$ cat config.mk
export PLATFORM = sky130hd
export DESIGN_NAME = poly_soundpath
export DESIGN_NICKNAME = d
export VERILOG_FILES = /design/src/rtl/soundpath_pkg.sv /design/src/rtl/soundpath_voice.sv /design/src/rtl/poly_soundpath.sv
export SDC_FILE = /design/constraint.sdc
export NUM_CORES = 1
export LEC_CHECK = 0
export BUFFER_PORTS_ARGS = -buffer_cell sky130_fd_sc_hd__buf_4
export CAP_MARGIN = 20
export CORE_ASPECT_RATIO = 1.75
export CORE_UTILIZATION = 30
export DETAILED_ROUTE_END_ITERATION = 8
export PLACE_DENSITY = 0.42
export SETUP_SLACK_MARGIN = 0.4
export SLEW_MARGIN = 0
export SYNTH_ARGS = -nofsm -noshare
export SYNTH_HDL_FRONTEND = slang
export SYNTH_SLANG_ARGS = --single-unit
$ cat constraint.sdc
create_clock -name clk -period 9.2 [get_ports clk]
set_input_delay 0 -clock clk [delete_from_list [all_inputs] [get_ports clk]]
set_output_delay 0 -clock clk [all_outputs]
set_load 0.1 [all_outputs]
$ cat src/rtl/soundpath_pkg.sv
`default_nettype none
// ============================================================================
//  Module   : soundpath_pkg
//  Purpose  : Shared types and constants for the polyphonic sound path.
//             Provides the waveform-select enum, the noise LFSR seed and tap
//             positions, and a helper that advances the LFSR by one step.
//  Revision : 1.0 - initial release
// ============================================================================
package soundpath_pkg;

    typedef enum logic [1:0] {
        SQUARE = 2'd0,
        SAW    = 2'd1,
        TRI    = 2'd2,
        NOISE  = 2'd3
    } wave_mode_t;

    localparam logic [15:0] LFSR_SEED  = 16'hACE1;
    localparam int          LFSR_TAP_A = 15;
    localparam int          LFSR_TAP_B = 13;
    localparam int          LFSR_TAP_C = 12;
    localparam int          LFSR_TAP_D = 10;

    // Shift left, feedback from the four taps enters at bit 0.
    function automatic logic [15:0] lfsr_next(input logic [15:0] state);
        return {state[14:0],
                state[LFSR_TAP_A] ^ state[LFSR_TAP_B] ^
                state[LFSR_TAP_C] ^ state[LFSR_TAP_D]};
    endfunction

endpackage
`default_nettype wire

$ cat src/rtl/soundpath_voice.sv
`default_nettype none
// ============================================================================
//  Module   : soundpath_voice
//  Purpose  : One oscillator voice: phase accumulator with retrigger on a
//             rising enable, noise LFSR clocked by accumulator wrap, and a
//             waveform selector. The output is forced to 0 while disabled.
//  Ports    : clk, n_rst (sync, active-low), enable, mode, inc -> wave
//  Revision : 1.0 - initial release
// ============================================================================
module soundpath_voice
    import soundpath_pkg::*;
#(
    parameter int SAMPLE_W = 8,
    parameter int ACC_W    = 24
) (
    input  logic                clk,
    input  logic                n_rst,
    input  logic                enable,
    input  wave_mode_t          mode,
    input  logic [ACC_W-1:0]    inc,
    output logic [SAMPLE_W-1:0] wave
);

    logic [ACC_W-1:0]    acc;
    logic [15:0]         lfsr;
    logic                enable_q;
    logic [ACC_W:0]      acc_sum;
    logic [SAMPLE_W-1:0] phase;
    logic [SAMPLE_W-1:0] tri_up;

    // Extra top bit of the sum is the wrap event that clocks the LFSR.
    assign acc_sum = {1'b0, acc} + {1'b0, inc};
    assign phase   = acc[ACC_W-1 -: SAMPLE_W];
    assign tri_up  = {phase[SAMPLE_W-2:0], 1'b0};

    always_ff @(posedge clk) begin
        if (!n_rst) begin
            acc      <= '0;
            lfsr     <= LFSR_SEED;
            enable_q <= 1'b0;
        end else begin
            enable_q <= enable;
            if (enable && !enable_q) begin
                // Retrigger: restart phase from zero, no increment this cycle.
                acc <= '0;
            end else if (enable) begin
                acc <= acc_sum[ACC_W-1:0];
                if (acc_sum[ACC_W]) begin
                    lfsr <= lfsr_next(lfsr);
                end
            end
        end
    end

    always_comb begin
        wave = '0;
        if (enable) begin
            unique case (mode)
                SQUARE:  wave = {SAMPLE_W{phase[SAMPLE_W-1]}};
                SAW:     wave = phase;
                TRI:     wave = phase[SAMPLE_W-1] ? ~tri_up : tri_up;
                NOISE:   wave = lfsr[15 -: SAMPLE_W];
                default: wave = '0;
            endcase
        end
    end

endmodule
`default_nettype wire

$ cat src/rtl/poly_soundpath.sv
`default_nettype none
// ============================================================================
//  Module   : poly_soundpath
//  Purpose  : Polyphonic sound path. NUM_VOICES oscillator voices are summed
//             and scaled by 1/NUM_VOICES into a registered output sample on
//             each sample_now strobe; done pulses when sample updates.
//  Ports    : clk, n_rst (sync, active-low), sample_now, enable[NV],
//             mode[2*NV], inc[ACC_W*NV] -> sample[SAMPLE_W], done
//  Revision : 1.0 - initial release
// ============================================================================
module poly_soundpath
    import soundpath_pkg::*;
#(
    parameter int NUM_VOICES = 4,
    parameter int SAMPLE_W   = 8,
    parameter int ACC_W      = 24
) (
    input  logic                        clk,
    input  logic                        n_rst,
    input  logic                        sample_now,
    input  logic [NUM_VOICES-1:0]       enable,
    input  logic [2*NUM_VOICES-1:0]     mode,
    input  logic [ACC_W*NUM_VOICES-1:0] inc,
    output logic [SAMPLE_W-1:0]         sample,
    output logic                        done
);

    localparam int LOG2_NV = $clog2(NUM_VOICES);
    localparam int SUM_W   = SAMPLE_W + LOG2_NV;

    logic [SAMPLE_W-1:0] wave [NUM_VOICES];
    logic [SUM_W-1:0]    mix_sum;

    for (genvar v = 0; v < NUM_VOICES; v++) begin : g_voice
        soundpath_voice #(
            .SAMPLE_W (SAMPLE_W),
            .ACC_W    (ACC_W)
        ) u_voice (
            .clk    (clk),
            .n_rst  (n_rst),
            .enable (enable[v]),
            .mode   (wave_mode_t'(mode[2*v +: 2])),
            .inc    (inc[ACC_W*v +: ACC_W]),
            .wave   (wave[v])
        );
    end

    // Sum is wide enough for every voice at full scale, so no saturation.
    always_comb begin
        mix_sum = '0;
        for (int v = 0; v < NUM_VOICES; v++) begin
            mix_sum = mix_sum + SUM_W'(wave[v]);
        end
    end

    always_ff @(posedge clk) begin
        if (!n_rst) begin
            sample <= '0;
            done   <= 1'b0;
        end else begin
            done <= sample_now;
            if (sample_now) begin
                sample <= SAMPLE_W'(mix_sum >> LOG2_NV);
            end
        end
    end

endmodule
`default_nettype wire

==> results.md, run 1 <==
* Die height at 270 um
* Initial Util at 30.6%
* Post-route cell area at 14,400 um2
* H-Tree Level Count at 4
* Critical Path Fanout Max at 11
* Total global-route track usage at 15.9%
* PostCTS Resize Cnt at 0
* Seq/Total Area, Yosys at 28.2%
* Pin count of the biggest net entering global routing at 100
* Clock tree from TritonCTS: built
* Clk_lat worst skew at 0.46 ns
* Share of layout cells above drive strength 1 at 11.1%
* Post-route ant nets at 0
* Layout Cells excl Fill at 2,115
* Hold Crit Class: primary input to flop
* I/O pins at 120
* Global-route wire length before repair at 52,700 um
* WP data required at 9.53 ns
* CP arrival at 4.41 ns
* Drt pass-1 iters at 4
* Max Cap Viol at 0
* Placed Area at 13,600 um2
* Mapped Avg Cell Area at 8.36 um2
* Area leader, netlist: dfxtp_1
* Initial DRC count at 291
* Syn Nets at 1,703
* Postcts setup bufs at 0
* Distinct cell type count after synthesis at 79
* Final core occ at 35.8%
* DRC at 0
* CP endpoint kind: flop
* Final worst slack at 5.12 ns
* Status: complete, no violations
* Port bufs at 119
* Via/cell ratio at 4.92
* Max-slew violations at 0
* Drt wl/cell at 15.4 um
* WHS at 0.0560 ns
* R2R Setup Slk at 5.12 ns
* Clk pin slew, worst setup/hold paths at 0.07 ns
* Die extent in x at 155 um
* CTS root buffer: clkbuf_16
* Worst Tran Pin Value at 0.999 ns
* Asr flop ratio synth at 0%
* Number of synthesized flops with an enable pin at 0
* Cells after synthesis at 1,469
* Die area at 41,800 um2
* Pre-CTS WS at 5.10 ns
* Setup_tns at 0 ns
* Placement Rows at 97
* Leading cell types in the layout, fill and taps excluded: dfxtp_1, nand2_1, buf_4
* Overall Power at 2.13 mW
* NumNets Final at 1,793
* Worst VDD drop at 0.0949 mV
* DR vias at 10,400
* Detailed placement HPWL at 24,800 um
* CTS Sinks at 173
* Final setup viols at 0
* Grt ovf at 0
* PD cells at 148 nW/um2
* Leakage at 6.31 nW
* Num CTS Buffers at 17
* Max Clock Freq at 0.245 GHz
* Endpoints failing hold at 0
* Routability cong. at 0.808
* Cts hold-fix bufs at 14
* Worst setup path class: flop to flop
* Post-synthesis register bit count at 173
* Clk buf depth at 2
* Yosys Warn Count at 0
* Final Cycle Share at 44.4%
* Placeable Area at 40,200 um2
* Critical path startpoint category: flop
* Ant. Diodes at 0
* Yosys top cell area share at 28.2%
* Main synth FF type: dfxtp_1
* Post-Route WL at 32,500 um
* Synth area leaders: dfxtp_1, ha_1, mux2i_1
* Minimum clock period at 4.08 ns
* Placed insts at 2,070
* Final Skew at 0.0173 ns
* Most common cell after layout, fill and taps aside: dfxtp_1
* Vias in the first global route at 10,500
* Slew Limit Headroom at 33.4%
* RSZ-0062 raised after global routing: false
* Initial antenna violation count at 0
* Post-Syn Area at 12,300 um2
* Area delta synth->final at 17.1%
[layer usage]
metal	routed length, um	global-route usage [%]	share of wire [%]	vias up
met2	17700	31.1	55	114
met1	13200	16.6	41	4833
met5	0	0	0	-
met4	735	5.97	2.3	0
met3	833	2.43	2.6	34
li1	-	-	-	5434
[logic make-up after synthesis]
group	share of synthesized area, %
AO/OA/AOI/OAI	20.8
XOR/XNOR	7.56
adder cells (fa/ha/maj)	13.8
buffers and inverters	3.72
flip-flops	28.2
multiplexers	8.48
AND/OR/NAND/NOR	17.4
[final cells by class]
| class | count | area (um2) |
|---|---|---|
| Timing Repair Buffer | 141 | 1090 |
| Multi-Input combinational cell | 1185 | 8360 |
| Clock inverter | 10 | 164 |
| Inverter | 41 | 154 |
| Tap cell | 544 | 681 |
| Sequential cell | 173 | 3460 |
| Fill cell | 4191 | 25800 |
| Clock buffer | 21 | 460 |
[final timing paths]
kind,startpoint,to,cells after the start
worst min register to register,g_voice[3].u_voice.lfsr[2],g_voice[3].u_voice.lfsr[3],2
worst min-delay path,inc[67],g_voice[2].u_voice.acc[20],5
worst max-delay path,g_voice[0].u_voice.acc[23],sample[7],15
worst max register to register,g_voice[0].u_voice.acc[23],sample[7],15
[worst max-delay path: stages, from the launching register on]
cell and delay, ns:
dfxtp_1 0.65, xnor2_1 0.18, nor2_1 0.06, a211oi_1 0.45, fa_1 0.52, fa_1 0.48
nand3b_1 0.09, a211oi_1 0.08, fa_1 0.42, a21o_1 0.20, a21oi_1 0.21, o21bai_1 0.10
a21oi_1 0.23, nor2b_1 0.07, o21ai_0 0.14, a31oi_1 0.09
[power breakdown]
group | internal (mW) | switching [mW] | total (mW) | leakage (nW)
combinational | 0.223 | 0.306 | 0.529 | 4.61
sequential | 0.780 | 0.0269 | 0.807 | 1.41
clock | 0.467 | 0.322 | 0.790 | 0.291
total | 1.47 | 0.655 | 2.13 | 6.31
[cells in the mapped netlist (19+ instances only)]
cell type  count
clkbuf_1      48
nand2_1      159
nor2_1       117
nand2b_1      19
o21ai_0       59
fa_1          20
mux2i_1      104
a211oi_1      21
dfxtp_1      173
xnor2_1       75
o211ai_1      23
a21o_1        31
o21ai_1       42
nand3_1       62
ha_1         103
a21oi_1       93
inv_1         38
xor2_1        31
nor2b_1       26
nor3_1        23
[flip-flops by register name (all words and copies together), names as in the netlist]
name and flops:
done 1, g_voice.u_voice.enable_q 4, sample 8, g_voice.u_voice.lfsr 64, g_voice.u_voice.acc 96
(Power assumes the default switching activity.)
==> run 2, diff against run 1 <==
==> constraint.sdc (replaced) <==
create_clock -name clk -period 4 [get_ports clk]
set_input_delay 0 -clock clk [delete_from_list [all_inputs] [get_ports clk]]
set_output_delay 0 -clock clk [all_outputs]
set_load 0.1 [all_outputs]
==> results.md, run 2 (synthesized netlist as in run 1, its figures left out) <==
* Hold endpoint: g_voice[0].u_voice.lfsr[10]
* CP endpoint kind: flop
* Crit-path slowest cell: fa_2
* H-Tree Level Count at 4 (unchanged)
* Max FFs per register at 96 (unchanged)
* Min-delay src: n_rst
* Clk pin slew, worst setup/hold paths at 0.07 ns (about the same)
* FILL cells at 4,227 (+0.86%)
* Leakage at 6.38 nW (+1.0%)
* Worst Tran Pin Value at 0.763 ns (-0.237 ns)
* Area delta synth->final at 18.1%
* Routability cong. at 0.833 (+3.1%)
* Clk_lat worst skew at 0.46 ns (about the same)
* Initial Util at 30.6% (unchanged)
* Detailed placement HPWL at 25,800 um (+3.9%)
* CTS Sinks at 173 (unchanged)
* Top reg by flops: g_voice.u_voice.acc
* Worst setup path class: flop to flop
* Reg2reg end: sample[6]
* Post-Route WL at 33,700 um (+3.9%)
* Final Cycle Share at 85.7% (+41 points)
* Max-slew violations at 0 (unchanged)
* Die height at 270 um (unchanged)
* Worst reg2reg path depth at 14 (-1)
* Die area at 41,800 um2 (unchanged)
* Largest regs: g_voice.u_voice.acc (96), g_voice.u_voice.lfsr (64), sample (8)
* Grt ovf at 0 (unchanged)
* Leading cell types in the layout, fill and taps excluded: dfxtp_1, nand2_1, buf_4
* I/O pins at 120 (unchanged)
* Setup_tns at 0 ns (unchanged)
* Post-route ant nets at 0 (unchanged)
* Endpoints failing hold at 0 (unchanged)
* Critical path startpoint category: flop
* Share of layout cells above drive strength 1 at 12.9% (+1.8 points)
* Vias in the first global route at 10,700 (+2.1%)
* Clk buf depth at 2 (unchanged)
* Critical Path Fanout Max at 10 (-1)
* Final setup viols at 0 (unchanged)
* Final core occ at 36.1% (+0.30 points)
* Port bufs at 119 (unchanged)
* Slew Limit Headroom at 48.8% (+15 points)
* Drt wl/cell at 15.8 um (+3.0%)
* Hold path depth at 2 (-3)
* Total global-route track usage at 16.6% (+0.73 points)
* Max Cap Viol at 0 (unchanged)
* DRC at 0 (unchanged)
* Worst r2r src: g_voice[0].u_voice.acc[23]
* Critical path, cell by cell: buf_6 -> xnor2_1 -> o211ai_1 -> fa_1 -> inv_1 -> fa_2 -> ha_1 -> a21o_1 -> a21o_1 -> a21oi_2 -> o2111ai_2 -> xnor2_1 -> nand2b_1 -> a21boi_1
* PD cells at 330 nW/um2 (+120%)
* Via/cell ratio at 4.97 (+1.0%)
* WP data required at 4.38 ns (-5.15 ns)
* CP arrival at 3.81 ns (-0.60 ns)
* Drt pass-1 iters at 4 (unchanged)
* Num CTS Buffers at 17 (unchanged)
* Slowest stage delay, CP at 0.61 ns (-0.04 ns)
* Clock tree from TritonCTS: built
* Initial antenna violation count at 0 (unchanged)
* Status: complete, no violations
* Ant. Diodes at 0 (unchanged)
* Max Clock Freq at 0.292 GHz (+19%)
* CTS root buffer: clkbuf_16
* NumNets Final at 1,810 (+0.95%)
* Pin count of the biggest net entering global routing at 59 (-41%)
* Die extent in x at 155 um (unchanged)
* DR vias at 10,600 (+1.9%)
* Final Skew at 0.0177 ns (+0.000467 ns)
* Global-route wire length before repair at 54,900 um (+4.1%)
* Placeable Area at 40,200 um2 (unchanged)
* Minimum clock period at 3.43 ns (-0.657 ns)
* Hold Crit Class: primary input to flop
* Most common cell after layout, fill and taps aside: dfxtp_1
* RSZ-0062 raised after global routing: true
* Placement Rows at 97 (unchanged)
* Worst VDD drop at 0.206 mV (+120%)
* WHS at 0.0245 ns (-0.0315 ns)
* Initial DRC count at 381 (+31%)
* R2R Setup Slk at 0.57 ns (-4.54 ns)
[run 2: metal layers]
layer | vias to the layer above | global-route usage [%] | part of all wire, %
li1 | 5467 | - | -
met1 | 5001 | 17.2 | 39
met2 | 120 | 33.3 | 57
met3 | 22 | 2.64 | 2.6
met4 | 0 | 4.82 | 1.4
met5 | - | 0 | 0
[run 2: power breakdown]
group | leakage (nW) | internal (mW) | switching (mW)
Sequential | 1.41 | 1.79 | 0.0575
Combinational | 4.71 | 0.530 | 0.724
Clock | 0.263 | 0.898 | 0.789
[run 2: layout make-up]
class / count / area (um2) / area share (%)
tap: 544 / 681 / 4.69
sequential: 173 / 3470 / 23.9
multi-input combinational: 1185 / 8400 / 57.9
timing repair buffer: 158 / 1230 / 8.47
clock inverter: 11 / 108 / 0.742
clock buffer: 21 / 460 / 3.18
inverter: 41 / 154 / 1.06
[run 2: what timing repair did]
action                                 CTS  global route
gates resized for setup                  6            12
hold buffers                            14             0
endpoints found under the hold margin   26             0
setup endpoints to repair                4            20
setup buffers                            0             2
pin swaps                                4             8
[run 2: critical path, delay by kind of cell (launching register included)]
| family | cells | cell delay (ns) |
|---|---|---|
| XOR/XNOR | 2 | 0.26 |
| buffers and inverters | 2 | 0.23 |
| AND/OR/NAND/NOR | 1 | 0.13 |
| AO/OA/AOI/OAI | 6 | 0.97 |
| flip-flops | 1 | 0.36 |
| adder cells (fa/ha/maj) | 3 | 1.41 |
[run 2: how the worst max path moves through the flow]
| stage | cells past startpoint | startpoint | to | slack, ns |
|---|---|---|---|---|
| finish | 14 | g_voice[0].u_voice.acc[23] | sample[6] | 0.57 |
| global route | 16 | g_voice[2].u_voice.acc[16] | sample[5] | 0.37 |
| CTS | 16 | g_voice[0].u_voice.acc[16] | sample[7] | 0.42 |
| detailed placement | 16 | g_voice[2].u_voice.acc[16] | sample[7] | 0.12 |
| global placement | 16 | g_voice[2].u_voice.acc[16] | sample[7] | 0.16 |
| floorplan | 16 | g_voice[1].u_voice.acc[23] | sample[7] | 0.41 |
[run 2: per-stage QoR]
step / cell area, um2 / cells / setup WS [ns] / total power, mW
final: 14500 / 2133 / 0.573 / 4.79
after global routing: 14500 / 2133 / 0.369 / 5.08
after CTS: 14500 / 2131 / 0.418 / 4.89
after detailed placement: 13700 / 2085 / 0.125 / 3.14
after global placement: 13700 / 2085 / 0.155 / 3.13
after floorplan: 12300 / 1469 / 0.415 / 2.78
==> run 3, diff against run 2 <==
--- a/config.mk
+++ b/config.mk
@@ -7,10 +7,11 @@
 export LEC_CHECK = 0
 export BUFFER_PORTS_ARGS = -buffer_cell sky130_fd_sc_hd__buf_4
 export CAP_MARGIN = 20
-export CORE_ASPECT_RATIO = 1.75
+export CORE_ASPECT_RATIO = 0.9
+export CORE_MARGIN = 2
 export CORE_UTILIZATION = 30
 export DETAILED_ROUTE_END_ITERATION = 8
-export PLACE_DENSITY = 0.42
+export PLACE_DENSITY_LB_ADDON = 0.1
 export SETUP_SLACK_MARGIN = 0.4
 export SLEW_MARGIN = 0
 export SYNTH_ARGS = -nofsm -noshare
==> results.md, run 3 (synthesized netlist as in run 1, its figures left out) <==
* Worst reg2reg path depth at 17 (+3)
* Routability cong. at 0.819 (-1.7%)
* Endpoints failing hold at 0 (unchanged)
* Final Skew at 0.00907 ns (-0.00865 ns)
* Stages on the worst setup path at 17 (+3)
* Final Cycle Share at 85.8% (about the same)
* Top reg by flops: g_voice.u_voice.acc
* Post-Route WL at 32,100 um (-4.9%)
* WHS at 0.0374 ns (+0.0129 ns)
* Initial antenna violation count at 1 (+1)
* Leakage at 6.40 nW (+0.41%)
* Max Clock Freq at 0.292 GHz (about the same)
* Max-slew violations at 0 (unchanged)
* Worst VDD drop at 0.227 mV (+10%)
* CTS root buffer: clkbuf_16
* Critical path, cell by cell: nand2_1 -> xnor2_1 -> nor2_1 -> a211oi_2 -> buf_4 -> fa_1 -> fa_1 -> nand3b_1 -> a211oi_2 -> fa_2 -> a21o_1 -> a21oi_2 -> o21bai_1 -> a21oi_2 -> nor2b_1 -> o21ai_1 -> a31oi_1
* Wire length on met2 at 14,000 um (-27%)
* Max Cap Viol at 0 (unchanged)
* DRT met1 WL at 16,800 um (+27%)
* Leading cell types in the layout, fill and taps excluded: dfxtp_1, nand2_1, buf_4
* DR vias at 10,400 (-1.6%)
* Share of layout cells above drive strength 1 at 13.1% (+0.24 points)
* CP arrival at 3.76 ns (-0.05 ns)
* Setup_tns at 0 ns (unchanged)
* NumNets Final at 1,811 (+0.055%)
* Via/cell ratio at 4.90 (-1.5%)
* WP data required at 4.33 ns (-0.05 ns)
* Status: complete, no violations
* Placement Rows at 70 (-28%)
* Max FFs per register at 96 (unchanged)
* Initial DRC count at 476 (+25%)
* Hold path depth at 5 (+3)
* CTS Sinks at 173 (unchanged)
* Slowest stage delay, CP at 0.48 ns (-0.13 ns)
* P_sw at 1.59 mW (+1.2%)
* Initial Util at 30.3% (-0.22 points)
* P_int at 3.22 mW (about the same)
* Die area at 42,600 um2 (+1.9%)
* Minimum clock period at 3.43 ns (+0.00271 ns)
* Die height at 196 um (-27%)
* Drt pass-1 iters at 5 (+1)
* Crit-path slowest cell: fa_1
* Placeable Area at 40,500 um2 (+0.73%)
* Global-route wire length before repair at 52,700 um (-3.9%)
* RSZ-0062 raised after global routing: true
* Layout Cells excl Fill at 2,130 (-0.14%)
* Grt ovf at 0 (unchanged)
* Total global-route track usage at 15.4% (-1.2 points)
* WP buf/inv at 1 (-1)
* Hold Crit Class: primary input to flop
* CP endpoint kind: flop
* Critical Path Fanout Max at 4 (-6)
* Worst Tran Pin Value at 0.783 ns (+0.0206 ns)
* Final setup viols at 0 (unchanged)
* Ant. Diodes at 0 (unchanged)
* Port bufs at 119 (unchanged)
* Critical path startpoint category: flop
* Vias in the first global route at 10,200 (-5.4%)
* DR WL met3 at 979 um (+9.9%)
* Clk buf depth at 2 (unchanged)
* Comb pwr share at 25.7% (-0.5 points)
* Placed insts at 2,080 (-0.24%)
* Die extent in x at 217 um (+40%)
* FILL cells at 4,269 (+0.99%)
* Largest regs: g_voice.u_voice.acc (96), g_voice.u_voice.lfsr (64), sample (8)
* H-Tree Level Count at 4 (unchanged)
* Clk network pwr share at 35.8% (+0.6 points)
* Clk pin slew, worst setup/hold paths at 0.07 ns (about the same)
* Num CTS Buffers at 17 (unchanged)
* CP top delay family: adder cells
* Clock tree from TritonCTS: built
* Pin count of the biggest net entering global routing at 72 (+22%)
* Highest Signal Layer: met5
* Drt wl/cell at 15.1 um (-4.7%)
* PD cells at 331 nW/um2 (+0.18%)
* Seq pwr share at 38.6% (about the same)
* Area delta synth->final at 18.3%
* Most common cell after layout, fill and taps aside: dfxtp_1
* Clk_lat worst skew at 0.45 ns (about the same)
* Detailed placement HPWL at 24,200 um (-6.0%)
* Slew Limit Headroom at 47.4% (-1.4 points)
* Post-route ant nets at 0 (unchanged)
* Sw Share at 33.1% (+0.28 points)
* I/O pins at 120 (unchanged)
* DRC at 0 (unchanged)
* Worst setup path class: flop to flop
## run 3: worst register-to-register path, delay by kind of cell (launching register included)
kind            cells  cell delay (ns)
flops               1             0.36
compound gates      8             1.08
xor+xnor            1             0.14
buf+inv             1             0.17
simple gates        4             0.31
fa+ha+maj           3             1.26
## run 3: metrics by stage
step | total power, mW | instance area [um2] | util (%) | setup WS (ns)
2_1_floorplan | 2.78 | 12300 | - | 0.415
3_3_place_gp | 3.10 | 13700 | 33.9 | 0.242
3_5_place_dp | 3.11 | 13700 | 33.9 | 0.222
4_1_cts | 4.90 | 14500 | 35.8 | 0.416
5_1_grt | 5.12 | 14500 | 35.9 | 0.326
6_report | 4.81 | 14500 | 35.9 | 0.570
## run 3: timing repair
| item | CTS | global route |
|---|---|---|
| pin swaps | 1 | 7 |
| setup buffers | 0 | 2 |
| hold buffers | 16 | 0 |
| endpoints found under the setup margin | 2 | 21 |
| resized for setup | 6 | 15 |
| endpoints found under the hold margin | 41 | 0 |
## run 3: worst paths after layout
path / startpoint / to / slack, ns
min reg2reg: g_voice[1].u_voice.lfsr[2] / g_voice[1].u_voice.lfsr[3] / 0.45
max: g_voice[2].u_voice.acc[16] / sample[7] / 0.57
max reg2reg: g_voice[2].u_voice.acc[16] / sample[7] / 0.57
min: inc[68] / g_voice[2].u_voice.acc[21] / 0.04
## run 3: power by group through the flow
stage          clock, mW  sequential, mW  combinational (mW)
5_1_grt             1.87            1.86                1.39
2_1_floorplan          0            1.97               0.811
3_3_place_gp           0            1.90                1.21
3_5_place_dp           0            1.90                1.22
4_1_cts             1.80            1.86                1.24
6_report            1.72            1.85                1.24
## run 3: cell type report
| cell class | instances | area (um2) | area share (%) |
|---|---|---|---|
| Timing Repair Buffer | 159 | 1240 | 8.54 |
| Inverter | 41 | 154 | 1.06 |
| Tap cell | 540 | 676 | 4.65 |
| Clock inverter | 14 | 144 | 0.990 |
| Clock buffer | 18 | 439 | 3.02 |
| Multi-Input combinational cell | 1185 | 8400 | 57.8 |
| Sequential cell | 173 | 3470 | 23.9 |
## run 3: per-layer routing
layer,vias up,track usage (%)
met4,2,2.97
met5,-,0
met3,17,2.99
li1,5484,-
met2,118,24.4
met1,4818,21.8
